## src/rtl/dm_access_ctrl.sv

```systemverilog
// Arbitrates MEM-stage and debug accesses onto one data-memory bus; grant registers dm_* one edge later.
// Holds each access until dm_ready or TIMEOUT; the CPU side is back-pressured through pipe_stall.
module dm_access_ctrl #(
    parameter int DATA_W     = 32,
    parameter int STARVE_MAX = 4,
    parameter int TIMEOUT    = 16
) (
    input  logic              clk,
    input  logic              rst,
    input  logic              mem_DM_read,
    input  logic              mem_DM_write,
    input  logic [DATA_W-1:0] mem_alu_result,
    input  logic [DATA_W-1:0] mem_sw_o,
    output logic [DATA_W-1:0] mem_load_data,
    output logic              pipe_stall,
    input  logic              dbg_req,
    input  logic              dbg_we,
    input  logic [DATA_W-1:0] dbg_addr,
    input  logic [DATA_W-1:0] dbg_wdata,
    output logic [DATA_W-1:0] dbg_rdata,
    output logic              dbg_done,
    output logic              dm_cs,
    output logic              dm_we,
    output logic [DATA_W-1:0] dm_addr,
    output logic [DATA_W-1:0] dm_wdata,
    input  logic [DATA_W-1:0] dm_rdata,
    input  logic              dm_ready,
    output logic              bus_err
);

    localparam int SW = $clog2(STARVE_MAX + 1);
    localparam int TW = (TIMEOUT > 2) ? $clog2(TIMEOUT) : 1;

    typedef enum logic [1:0] {IDLE, CPU_ACC, DBG_ACC} state_t;

    state_t            state_q;
    logic [SW-1:0]     starve_q;
    logic [TW-1:0]     tmo_q;
    logic              cs_q, we_q, dbg_done_q, bus_err_q, cpu_abort_q;
    logic [DATA_W-1:0] addr_q, wdata_q, dbg_rdata_q, hold_q;

    logic cpu_req, cpu_ok, dbg_ok, grant_dbg, grant_cpu, cpu_done, tmo_hit;

    // A CPU request seen in its own abort cycle, or a debug request seen in
    // its own done cycle, is the stale tail of the access that just ended.
    assign cpu_req   = mem_DM_read | mem_DM_write;
    assign cpu_ok    = cpu_req & ~cpu_abort_q;
    assign dbg_ok    = dbg_req & ~dbg_done_q;
    assign grant_dbg = (state_q == IDLE) & dbg_ok &
                       (~cpu_ok | (starve_q >= SW'(STARVE_MAX)));
    assign grant_cpu = (state_q == IDLE) & cpu_ok & ~grant_dbg;
    assign cpu_done  = (state_q == CPU_ACC) & dm_ready;
    assign tmo_hit   = (tmo_q == TW'(TIMEOUT - 1));

    assign pipe_stall    = cpu_req & ~cpu_done & ~cpu_abort_q;
    assign mem_load_data = cpu_done ? dm_rdata : hold_q;
    assign dbg_rdata     = dbg_rdata_q;
    assign dbg_done      = dbg_done_q;
    assign dm_cs         = cs_q;
    assign dm_we         = we_q;
    assign dm_addr       = addr_q;
    assign dm_wdata      = wdata_q;
    assign bus_err       = bus_err_q;

    always_ff @(posedge clk or posedge rst) begin
        if (rst) begin
            state_q     <= IDLE;
            starve_q    <= '0;
            tmo_q       <= '0;
            cs_q        <= 1'b0;
            we_q        <= 1'b0;
            dbg_done_q  <= 1'b0;
            bus_err_q   <= 1'b0;
            cpu_abort_q <= 1'b0;
            addr_q      <= '0;
            wdata_q     <= '0;
            dbg_rdata_q <= '0;
            hold_q      <= '0;
        end else begin
            dbg_done_q  <= 1'b0;
            bus_err_q   <= 1'b0;
            cpu_abort_q <= 1'b0;
            case (state_q)
                IDLE: begin
                    if (grant_dbg) begin
                        state_q  <= DBG_ACC;
                        cs_q     <= 1'b1;
                        we_q     <= dbg_we;
                        addr_q   <= dbg_addr;
                        wdata_q  <= dbg_wdata;
                        starve_q <= '0;
                        tmo_q    <= '0;
                    end else if (grant_cpu) begin
                        state_q  <= CPU_ACC;
                        cs_q     <= 1'b1;
                        we_q     <= mem_DM_write;
                        addr_q   <= mem_alu_result;
                        wdata_q  <= mem_sw_o;
                        tmo_q    <= '0;
                        if (dbg_ok && (starve_q < SW'(STARVE_MAX)))
                            starve_q <= starve_q + 1'b1;
                    end
                end
                CPU_ACC, DBG_ACC: begin
                    if (dm_ready) begin
                        state_q <= IDLE;
                        cs_q    <= 1'b0;
                        if (state_q == CPU_ACC) begin
                            if (!we_q) hold_q <= dm_rdata;
                        end else begin
                            if (!we_q) dbg_rdata_q <= dm_rdata;
                            dbg_done_q <= 1'b1;
                        end
                    end else if (tmo_hit) begin
                        state_q   <= IDLE;
                        cs_q      <= 1'b0;
                        bus_err_q <= 1'b1;
                        if (state_q == CPU_ACC) cpu_abort_q <= 1'b1;
                        else                    dbg_done_q  <= 1'b1;
                    end else begin
                        tmo_q <= tmo_q + 1'b1;
                    end
                end
                default: state_q <= IDLE;
            endcase
        end
    end

endmodule

```

## config.mk

```make
export PLATFORM = sky130hd
export DESIGN_NAME = dm_access_ctrl
export DESIGN_NICKNAME = d
export VERILOG_FILES = /design/src/rtl/dm_access_ctrl.sv
export SDC_FILE = /design/constraint.sdc
export NUM_CORES = 1
export LEC_CHECK = 0
export ABC_AREA = 1
export BUFFER_PORTS_ARGS = -buffer_cell sky130_fd_sc_hd__clkbuf_2
export CAP_MARGIN = 20
export CORE_AREA = 2 2 137 126
export DETAILED_ROUTE_END_ITERATION = 8
export DIE_AREA = 0 0 139 128
export HOLD_SLACK_MARGIN = 0.08
export PLACE_DENSITY = 0.71
export SLEW_MARGIN = 10
export SYNTH_ARGS = -nofsm -noshare
export SYNTH_HDL_FRONTEND = slang
export SYNTH_SLANG_ARGS = --single-unit
```

## constraint.sdc

```tcl
create_clock -name clk -period 3.9 [get_ports clk]
set_input_delay 0.195 -clock clk [delete_from_list [all_inputs] [get_ports clk]]
set_output_delay 0.195 -clock clk [all_outputs]
set_load 0.1 [all_outputs]
```

-- Word level (Yosys, flattened, before mapping)
Index checks and enable logic that the tools add are counted.
Widths: inputs -> output; s select.
- register bits after elaboration: 142
- bits in latches: 0
- RAM bits: 0
- memory bits (read-only): 0
- output and inout bits: 133
- memories: 0
- $add $sub $neg: 2
- $mul: 0
- div/mod/pow operators: 0
- $lt $le $gt $ge: 2
- eq/ne operators: 7
- shift-type cells: 0
- mux-type cells: 36
- bitwise gates (word level): 18
- reductions and logical operators: 13
- operators by type and width (cell ; count):
    $mux 32 ; 5
    $mux 1 ; 17
    $mux 4 ; 4
    $reduce_and 4->1 ; 3
    $and 1x1->1 ; 9
    $mux 3 ; 3
    $mux 2 ; 4
    $pmux 4 s2 ; 1
    $not 1->1 ; 7
    $ne 3x3->1 const B ; 2
    $reduce_and 3->1 ; 2
    $reduce_bool 2->1 ; 3
    $add 4x1->4 const B ; 1
    $eq 4x4->1 const B ; 1
    $ne 2x2->1 const B ; 2
    $pmux 2 s2 ; 1
    $reduce_and 2->1 ; 2
    $add 3x1->3 const B ; 1
    $ge 3x3->1 const B ; 1
    $lt 3x3->1 const B ; 1
    $eq 2x1->1 const B ; 1
    $eq 2x2->1 const B ; 1
    $logic_not 2->1 ; 1
    $or 1x1->1 ; 2
    3 further kinds ; 3

-- Depth between registers and ports, before layout
Gate-level depths: netlist of run 1.
- depth in word-level cells: 10
- mapped depth: 9

-- Worst setup path before layout of run 1
OpenSTA, ideal clock, no wires.
- kind: register -> output
- start: register state_q[1]
- end: output mem_load_data[0]
- arrival: 3.149 ns
- data required time: 3.705 ns
- setup slack: 0.556 ns
- cell stages (with the launch flop): 6
- buffers on the path: 1
- cells stage by stage: dfrtp_1 > inv_1 > ha_1 > nand2_1 > clkbuf_1 > o21ai_0
- longest elaborated chain between the ends: 3
- RTL lines (what ; RTL line ; text):
    start, declared ; 36 ; state_t state_q;
    start signal, assigned ; 67 ; state_q <= IDLE;
    start signal, assigned ; 86 ; state_q <= DBG_ACC;
    start signal, assigned ; 94 ; state_q <= CPU_ACC;
    $eq 2x1->1 ; 52 ; assign cpu_done = (state_q == CPU_ACC) & dm_ready;
    $and 1x1->1 ; 52 ;
    $mux 32 ; 56 ; assign mem_load_data = cpu_done ? dm_rdata : hold_q;
    end, declared ; 14 ; output logic [DATA_W-1:0] mem_load_data,
Every way passes these cells.

-- Final worst setup path of run 1
- start: register state_q[1]
- end: output mem_load_data[26]
Same word-level chain as after synthesis.

==> results of run 1 <==
routing by layer:
layer / up-vias / share of wire / global-route usage
li1: 3421 / - / -
met1: 3330 / 0.39 / 0.314
met2: 403 / 0.48 / 0.424
met3: 66 / 0.089 / 0.0665
met4: 0 / 0.036 / 0.113
met5: - / 0 / 0
registers in the layout, indices dropped and copies added (netlist names), 2 cells and up:
| name | flops |
|---|---|
| dbg_rdata | 32 |
| dm_addr | 32 |
| dm_wdata | 32 |
| hold_q | 32 |
| tmo_q | 4 |
| starve_q | 3 |
| state_q | 2 |
cell type report:
type	instances	area, um^2	share of cell area
clock buffers	18	439	0.0425
flip-flops and latches	142	3550	0.344
repair buffers	473	3240	0.313
inverters	51	195	0.0189
multi-input cells	518	2420	0.234
clock inverters	14	215	0.0208
diodes	2	5.00	0.000484
well taps	211	264	0.0256
synth_stat cells, drive strengths merged:
cell      n
a21oi     1
xnor2     1
dfrtp   142
nand3   209
nand2   195
clkbuf   18
nand4     2
nor4      1
o21ai    98
ha        5
nor2      4
buf      35
nor3      2
inv      51
critical path, delay by kind of cell, from the launching register on:
family | cells | cell delay [ns]
adders and majority gates | 1 | 0.23
DFF | 1 | 0.37
and+or+nand+nor | 1 | 0.57
buffers and inverters | 2 | 0.62
AOI/OAI and AO/OA | 1 | 0.53
through the flow:
step / instances / hold slack [ns] / setup WS (ns)
2_1_floorplan: 764 / 0.268 / 0.556
3_3_place_gp: 1230 / 0.381 / 1.62
3_5_place_dp: 1230 / 0.376 / 1.45
4_1_cts: 1426 / 0.116 / 1.01
5_1_grt: 1429 / 0.143 / 0.717
6_report: 1429 / 0.131 / 0.935
cell families (layout without fill, tap and decap cells):
kind of cell / count (synthesis) / count (layout) / synth area share
buf+inv: 104 / 556 / 0.0752
flops: 142 / 142 / 0.551
other cells: 0 / 2 / 0
simple gates: 413 / 413 / 0.286
xor+xnor: 1 / 1 / 0.00136
fa+ha+maj: 5 / 5 / 0.00970
compound gates: 99 / 99 / 0.0768
final timing paths:
path | cells past startpoint | endpoint | from | slack, ns
min | 4 | starve_q[0] | dbg_req | 0.13
max | 5 | mem_load_data[26] | state_q[1] | 0.93
max reg2reg | 9 | dm_wdata[23] | state_q[0] | 1.05
min reg2reg | 2 | hold_q[20] | hold_q[20] | 0.49
min in group asynchronous | 3 | dm_addr[1] | rst | 0.48
max in group asynchronous | 4 | dm_wdata[26] | rst | 2.49
cell usage in the layout, fill, tap and decap left out, types with 4 or more instances in the layout:
cell | Yosys | layout
nand2_1 | 192 | 191
buf_4 | 11 | 8
nand2_2 | 3 | 4
clkbuf_16 | 0 | 17
dfrtp_1 | 142 | 142
clkbuf_2 | 0 | 299
bufinv_16 | 0 | 5
o21ai_0 | 50 | 50
inv_1 | 48 | 47
o21ai_1 | 48 | 48
nand3_1 | 207 | 206
ha_1 | 5 | 5
dlygate4sd3_1 | 0 | 164
repair_timing:
item | in CTS | in global routing
endpoints found under the hold margin | 160 | 0
resized for setup | 0 | 0
hold buffers | 164 | 0
==> run metrics, run 1 <==
status=complete, no violations; Finished Core Util=0.628; post-DR vias/cell=between 5 and 6; critical path peak fanout=between 60 and 70; critical path capture point type=output port; Slew @ Worst Pin=between 1 and 1.5 ns; area grow syn2layout=60.1%; worst skew pair latency=0.41 ns; top post-synthesis cells by area=dfrtp_1, nand3_1, nand2_1; GRT overflow=0; setup_tns=0 ns; crit-path cells=inv_1 -> ha_1 -> nand2_2 -> o21ai_0 -> clkbuf_2; Die X=approximately 140 um; Clock transition at path regs=0.06 ns; Root Buffer Master=clkbuf_16; final wirelength=22400 um; fin area=just over 10000 um^2; Post-DP Area=8010 um^2; largest net degree at the start of global routing=78; number of global-route vias before repair=7085; clock sink count=about 140; Starting Density=0.392; Post CTS Setup Buffer Count=0; antenna violations before repair=2; post-synthesis sequential area ratio=0.551; Die Span Y=about 130 um; DP HPWL=around 13000 um; die footprint=roughly 18000 um^2; min cycle time layout=2.97 ns; CP max stage cell=nand2_2; area leader, netlist=dfrtp_1; Yosys cell types=22; fin nets=between 1000 and 1500; critical path's largest stage delay=roughly 0.57 ns; # IOs=300; CP Class=reg -> out; PortBufs=between 200 and 300; fillcell total=roughly 1300; Data arrival, critical path=approximately 2.8 ns; residual DRC count=0; placer congestion estimate=a little over 0.8; Critical Path Source Type=register; H-tree levels=4; Mapped Nets=between 900 and 1000; vias=roughly 7200; Data required, critical path=between 3 and 4 ns; final hold viol count=0; register bit total from synthesis=roughly 140; syn avg cell area=between 8 and 9 um^2; ratio of cells with drive above 1 in the final layout=0.290; Yosys warning count=0; Final Max Slew Viols=0; clock buffer depth=2; DR WL/cell=roughly 16 um; Num CTS Buffers=17; final setup skew=between 0.009 and 0.01 ns; worst hold path class=in -> reg; Final setup viols=0; TritonCTS clock tree=done; Post-Synthesis Cell Area=about 6500 um^2; post-synth top area share=0.551; count of max-cap constraint violations=0; cell count after synthesis=between 700 and 800; final worst-path cycle share=0.760; Detail Route Antenna Nets=0; Core ar.=16400 um^2; first-pass GRT wire length=between 30000 and 40000 um; Iter 0 DRT Violations=532; GRT Overall Usage=0.254; Rows=45; slew margin rel.=0.322; Max Clk Rate=roughly 340 MHz; RSZ-0062 raised after global routing=false; DRT Pass-1 Iters=5
Power of run 1 is left out: the tool's default activity adds up to more than one toggle a clock period on the data nets, which glitch-free logic cannot reach.
==> inputs of run 2 (changes only) <==
==> constraint.sdc (replaced) <==
create_clock -name clk -period 2.6 [get_ports clk]
set_input_delay 0.13 -clock clk [delete_from_list [all_inputs] [get_ports clk]]
set_output_delay 0.13 -clock clk [all_outputs]
set_load 0.1 [all_outputs]
==> run metrics, run 2 (same netlist as run 1, synthesis figures left out) <==
Post-Place Worst Slack=0.553 ns (-0.901 ns); DR WL/cell=15.8 um (+1.2%); slew margin rel.=0.498 (+0.176); Post CTS Setup Buffer Count=0 (unchanged); DP HPWL=13000 um (-2.1%); most frequent cells in the layout=clkbuf_2, nand3_1, nand2_1, dlygate4sd3_1, dfrtp_1; antenna violations before repair=2 (unchanged); Final WS setup=0.133 ns (-0.802 ns); Die X=139 um (unchanged); DRT Pass-1 Iters=5 (unchanged); final worst-path cycle share=0.949; placer congestion estimate=0.817 (+0.78%); final hold viol count=0 (unchanged); Storage cell area=3550 um^2 (unchanged); # IOs=300 (unchanged); Die Span Y=128 um (unchanged); critical path capture point type=register; min cycle time layout=about 2.5 ns; GRT Overall Usage=0.257 (+0.00292); Rows=45 (unchanged); clock buffer depth=2 (unchanged); post-DR vias/cell=5.15 (+1.9%); worst hold path class=in -> reg; GRT overflow=0 (unchanged); Slew @ Worst Pin=0.753 ns (-0.260 ns); final wirelength=22700 um (+1.3%); largest net degree at the start of global routing=143 (+83%); count of max-cap constraint violations=0 (unchanged); TritonCTS clock tree=done; commonest non-fill, non-tap cell in the layout=clkbuf_2; final setup skew=0.0127 ns (+0.00369 ns); Final setup viols=0 (unchanged); clock sink count=142 (unchanged); number of global-route vias before repair=7553 (+6.6%); ratio of cells with drive above 1 in the final layout=0.291 (+0.000344); residual DRC count=0 (unchanged); RSZ-0062 raised after global routing=false; Finished Core Util=0.629 (+0.000989); H-tree levels=4 (unchanged); status=complete, no violations; Detail Route Antenna Nets=0 (unchanged); PortBufs=299 (unchanged); Data required, critical path=2.95 ns (-0.75 ns); critical path peak fanout=67 (+4.7%); Num CTS Buffers=17 (unchanged); Final Max Slew Viols=0 (unchanged); Core ar.=16400 um^2 (unchanged); Starting Density=0.392 (unchanged); Max Clk Rate=405 MHz; vias=7367 (+2.0%); area grow syn2layout=60.4%; Data arrival, critical path=2.82 ns (+0.05 ns); CP Class=reg -> reg; Critical Path Source Type=register; Clock transition at path regs=0.06 ns (about the same); area occupied by multi-input gates=2420 um^2 (unchanged); fillcell total=1303 (+1.6%); worst skew pair latency=0.43 ns (+0.02 ns); die footprint=17800 um^2 (unchanged); first-pass GRT wire length=36800 um (+1.8%); Iter 0 DRT Violations=476 (-11%); Root Buffer Master=clkbuf_16; fin nets=1377 (+0.15%)
==> run 2: changes by cell type in the layout (fill, tap and decap cells not counted), sizes merged <==
cell / change
buf: +1
clkinv: -2
inv: +4
clkbuf: +1
dlygate4sd3: +1
bufinv: -3
==> run 2: critical path, stage by stage (launching register included) <==
cell and delay [ns]:
dfrtp_1 0.38, inv_1 0.10, ha_1 0.25, nand3_2 0.17
nand2_2 0.16, buf_8 0.38, nand3_1 0.20, nand3_1 0.13
dlygate4sd3_1 0.59
==> run 2: layout make-up <==
type,count,share of cell area
Timing Repair Buffer,475,0.319
Clock buffer,19,0.0438
Antenna cell,2,0.000484
Clock inverter,13,0.0148
Multi-Input combinational cell,518,0.234
Sequential cell,142,0.343
Inverter,51,0.0191
Tap cell,211,0.0255
==> run 2: timing repair <==
| action | 4_1_cts | 5_1_grt |
|---|---|---|
| hold endpoints to repair | 275 | 0 |
| resized for setup | 0 | 5 |
| endpoints found under the setup margin | 0 | 64 |
| hold buffers | 165 | 0 |
==> run 2: final timing paths <==
path,end,slack [ns],depth (start not counted),startpoint
min in group asynchronous,dm_addr[1],0.53,4,rst
max in group asynchronous,state_q[1],1.54,4,rst
setup / recovery,dm_addr[24],0.13,8,state_q[1]
hold / removal,tmo_q[3],0.45,7,mem_DM_read
setup reg to reg,dm_addr[24],0.13,8,state_q[1]
hold reg to reg,dbg_rdata[25],0.49,2,dbg_rdata[25]
==> run 2: per-layer routing <==
metal / up-vias / global-route usage / routed length (um)
met4: 0 / 0.144 / 994
li1: 3432 / - / -
met2: 399 / 0.436 / 11200
met1: 3443 / 0.302 / 8760
met5: - / 0 / 0
met3: 93 / 0.0631 / 1750
==> run 2: stage by stage <==
step / instances / hold slack (ns) / TNS [ns] / area [um^2]
3_5_place_dp: 1232 / 0.372 / 0 / 8080
5_1_grt: 1431 / 0.496 / 0 / 10300
4_1_cts: 1429 / 0.427 / 0 / 10300
2_1_floorplan: 764 / 0.203 / -7.45 / 6460
3_3_place_gp: 1232 / 0.366 / 0 / 8080
6_report: 1431 / 0.454 / 0 / 10300
Power of run 2 is left out for the same reason.
==> inputs of run 3 (changes only) <==
--- a/config.mk
+++ b/config.mk
@@ -13,6 +13,7 @@
 export DIE_AREA = 0 0 139 128
 export HOLD_SLACK_MARGIN = 0.08
 export PLACE_DENSITY = 0.71
+export RECOVER_POWER = 25
 export SLEW_MARGIN = 10
 export SYNTH_ARGS = -nofsm -noshare
 export SYNTH_HDL_FRONTEND = slang
==> run metrics, run 3 (same netlist as run 1, synthesis figures left out) <==
reg-to-reg critical path startpoint=state_q[1]; TritonCTS clock tree=done; failing checks=max-capacitance violations, max-slew violations; Final setup viols=0 (unchanged); CP startpoint=state_q[1]; Die X=139 um (unchanged); GRT Overall Usage=0.257 (unchanged); RSZ-0062 raised after global routing=false; fin nets=1377 (unchanged); hold wc startpoint=mem_DM_read; Data arrival, critical path=2.82 ns (about the same); Max Clk Rate=405 MHz (about the same); PortBufs=299 (unchanged); DRT Pass-1 Iters=5 (unchanged); worst hold path class=in -> reg; antenna violations before repair=2 (unchanged); area grow syn2layout=60.2%; final worst-path cycle share=0.949 (about the same); Core ar.=16400 um^2 (unchanged); ratio of cells with drive above 1 in the final layout=0.290 (-0.000821); vias=7360 (-0.095%); clock buffer depth=2 (unchanged); Critical Path Source Type=register; Clock transition at path regs=0.06 ns (about the same); final setup skew=0.0127 ns (-0.00000450 ns); die footprint=17800 um^2 (unchanged); Slew @ Worst Pin=1.95 ns (+1.20 ns); most frequent cells in the layout=clkbuf_2, nand3_1, nand2_1, dlygate4sd3_1, dfrtp_1; number of global-route vias before repair=7553 (unchanged); first-pass GRT wire length=36800 um (unchanged); # IOs=300 (unchanged); post-DR vias/cell=5.14 (about the same); commonest non-fill, non-tap cell in the layout=clkbuf_2; DR WL met3=1760 um (+0.80%); GRT overflow=0 (unchanged); wl on met1=8790 um (+0.37%); Final Max Slew Viols=143 (+143); largest net degree at the start of global routing=143 (unchanged); min cycle time layout=2.47 ns (-0.000119 ns); DR WL/cell=15.8 um (about the same); worst skew pair latency=0.43 ns (about the same); critical path peak fanout=67 (unchanged); Finished Core Util=0.629 (-0.000837); critical path capture point type=register; Die Span Y=128 um (unchanged); Num CTS Buffers=17 (unchanged); fillcell total=1306 (+0.23%); CP Class=reg -> reg; Root Buffer Master=clkbuf_16; Data required, critical path=2.95 ns (about the same); H-tree levels=4 (unchanged); slew margin rel.=-0.300 (-0.798); count of max-cap constraint violations=1 (+1); status=finished, violations left; met2 WL post-DR=11100 um (-0.19%); DP HPWL=13000 um (unchanged); placer congestion estimate=0.817 (unchanged); final hold viol count=0 (unchanged); residual DRC count=0 (unchanged); Iter 0 DRT Violations=476 (unchanged); clock sink count=142 (unchanged); Detail Route Antenna Nets=0 (unchanged); final wirelength=22700 um (about the same); max layer used=met4; Starting Density=0.392 (unchanged); Rows=45 (unchanged)
run 3: changes by cell type in the layout (fill, tap and decap cells not counted):
cell,before,now
buf_12,5,4
clkbuf_1,0,1
clkbuf_2,299,298
clkbuf_4,0,1
run 3: cell type report:
cell class	instances	area [um^2]	area share
Sequential cell	142	3550	0.344
Inverter	51	198	0.0191
Multi-Input combinational cell	518	2420	0.234
Clock inverter	13	153	0.0148
Antenna cell	2	5.00	0.000484
Timing Repair Buffer	475	3290	0.318
Clock buffer	19	453	0.0438
Tap cell	211	264	0.0255
run 3: routing by layer:
layer  up-vias  GRT usage
met5         -          0
met4         0      0.144
met3        91     0.0631
met2       401      0.436
met1      3435      0.302
li1       3433          -
run 3: stage by stage:
| step | area, um^2 | hold slack, ns | setup slack (ns) | setup TNS, ns | instances |
|---|---|---|---|---|---|
| 3_3_place_gp | 8080 | 0.366 | 0.631 | 0 | 1232 |
| 6_report | 10300 | 0.454 | 0.133 | 0 | 1431 |
| 2_1_floorplan | 6460 | 0.203 | -0.679 | -7.45 | 764 |
| 3_5_place_dp | 8080 | 0.372 | 0.553 | 0 | 1232 |
| 4_1_cts | 10300 | 0.427 | 0.0281 | 0 | 1429 |
| 5_1_grt | 10300 | 0.496 | 0.00594 | 0 | 1431 |
run 3: worst paths after layout:
kind                                      to  cells after the start  slack [ns]
worst max-delay path             dm_addr[24]                      8        0.13
worst min-delay path                tmo_q[3]                      7        0.45
worst max register to register   dm_addr[24]                      8        0.13
worst min register to register  dbg_rdata[5]                      2        0.49
max in group asynchronous         state_q[1]                      4        0.38
min in group asynchronous       dm_wdata[30]                      4        1.05
run 3: what timing repair did:
action / in CTS / in global routing
hold buffers: 165 / 0
resized for setup: 0 / 5
setup buffers: 0 / 0
hold endpoints to repair: 275 / 0
setup endpoints to repair: 0 / 64
run 3: critical path, stage by stage, from the launching register on:
cell and delay (ns):
dfrtp_1 0.38, inv_1 0.10, ha_1 0.25, nand3_2 0.17, nand2_2 0.16, buf_8 0.38
nand3_1 0.20, nand3_1 0.13, dlygate4sd3_1 0.59
Power of run 3 is left out for the same reason.
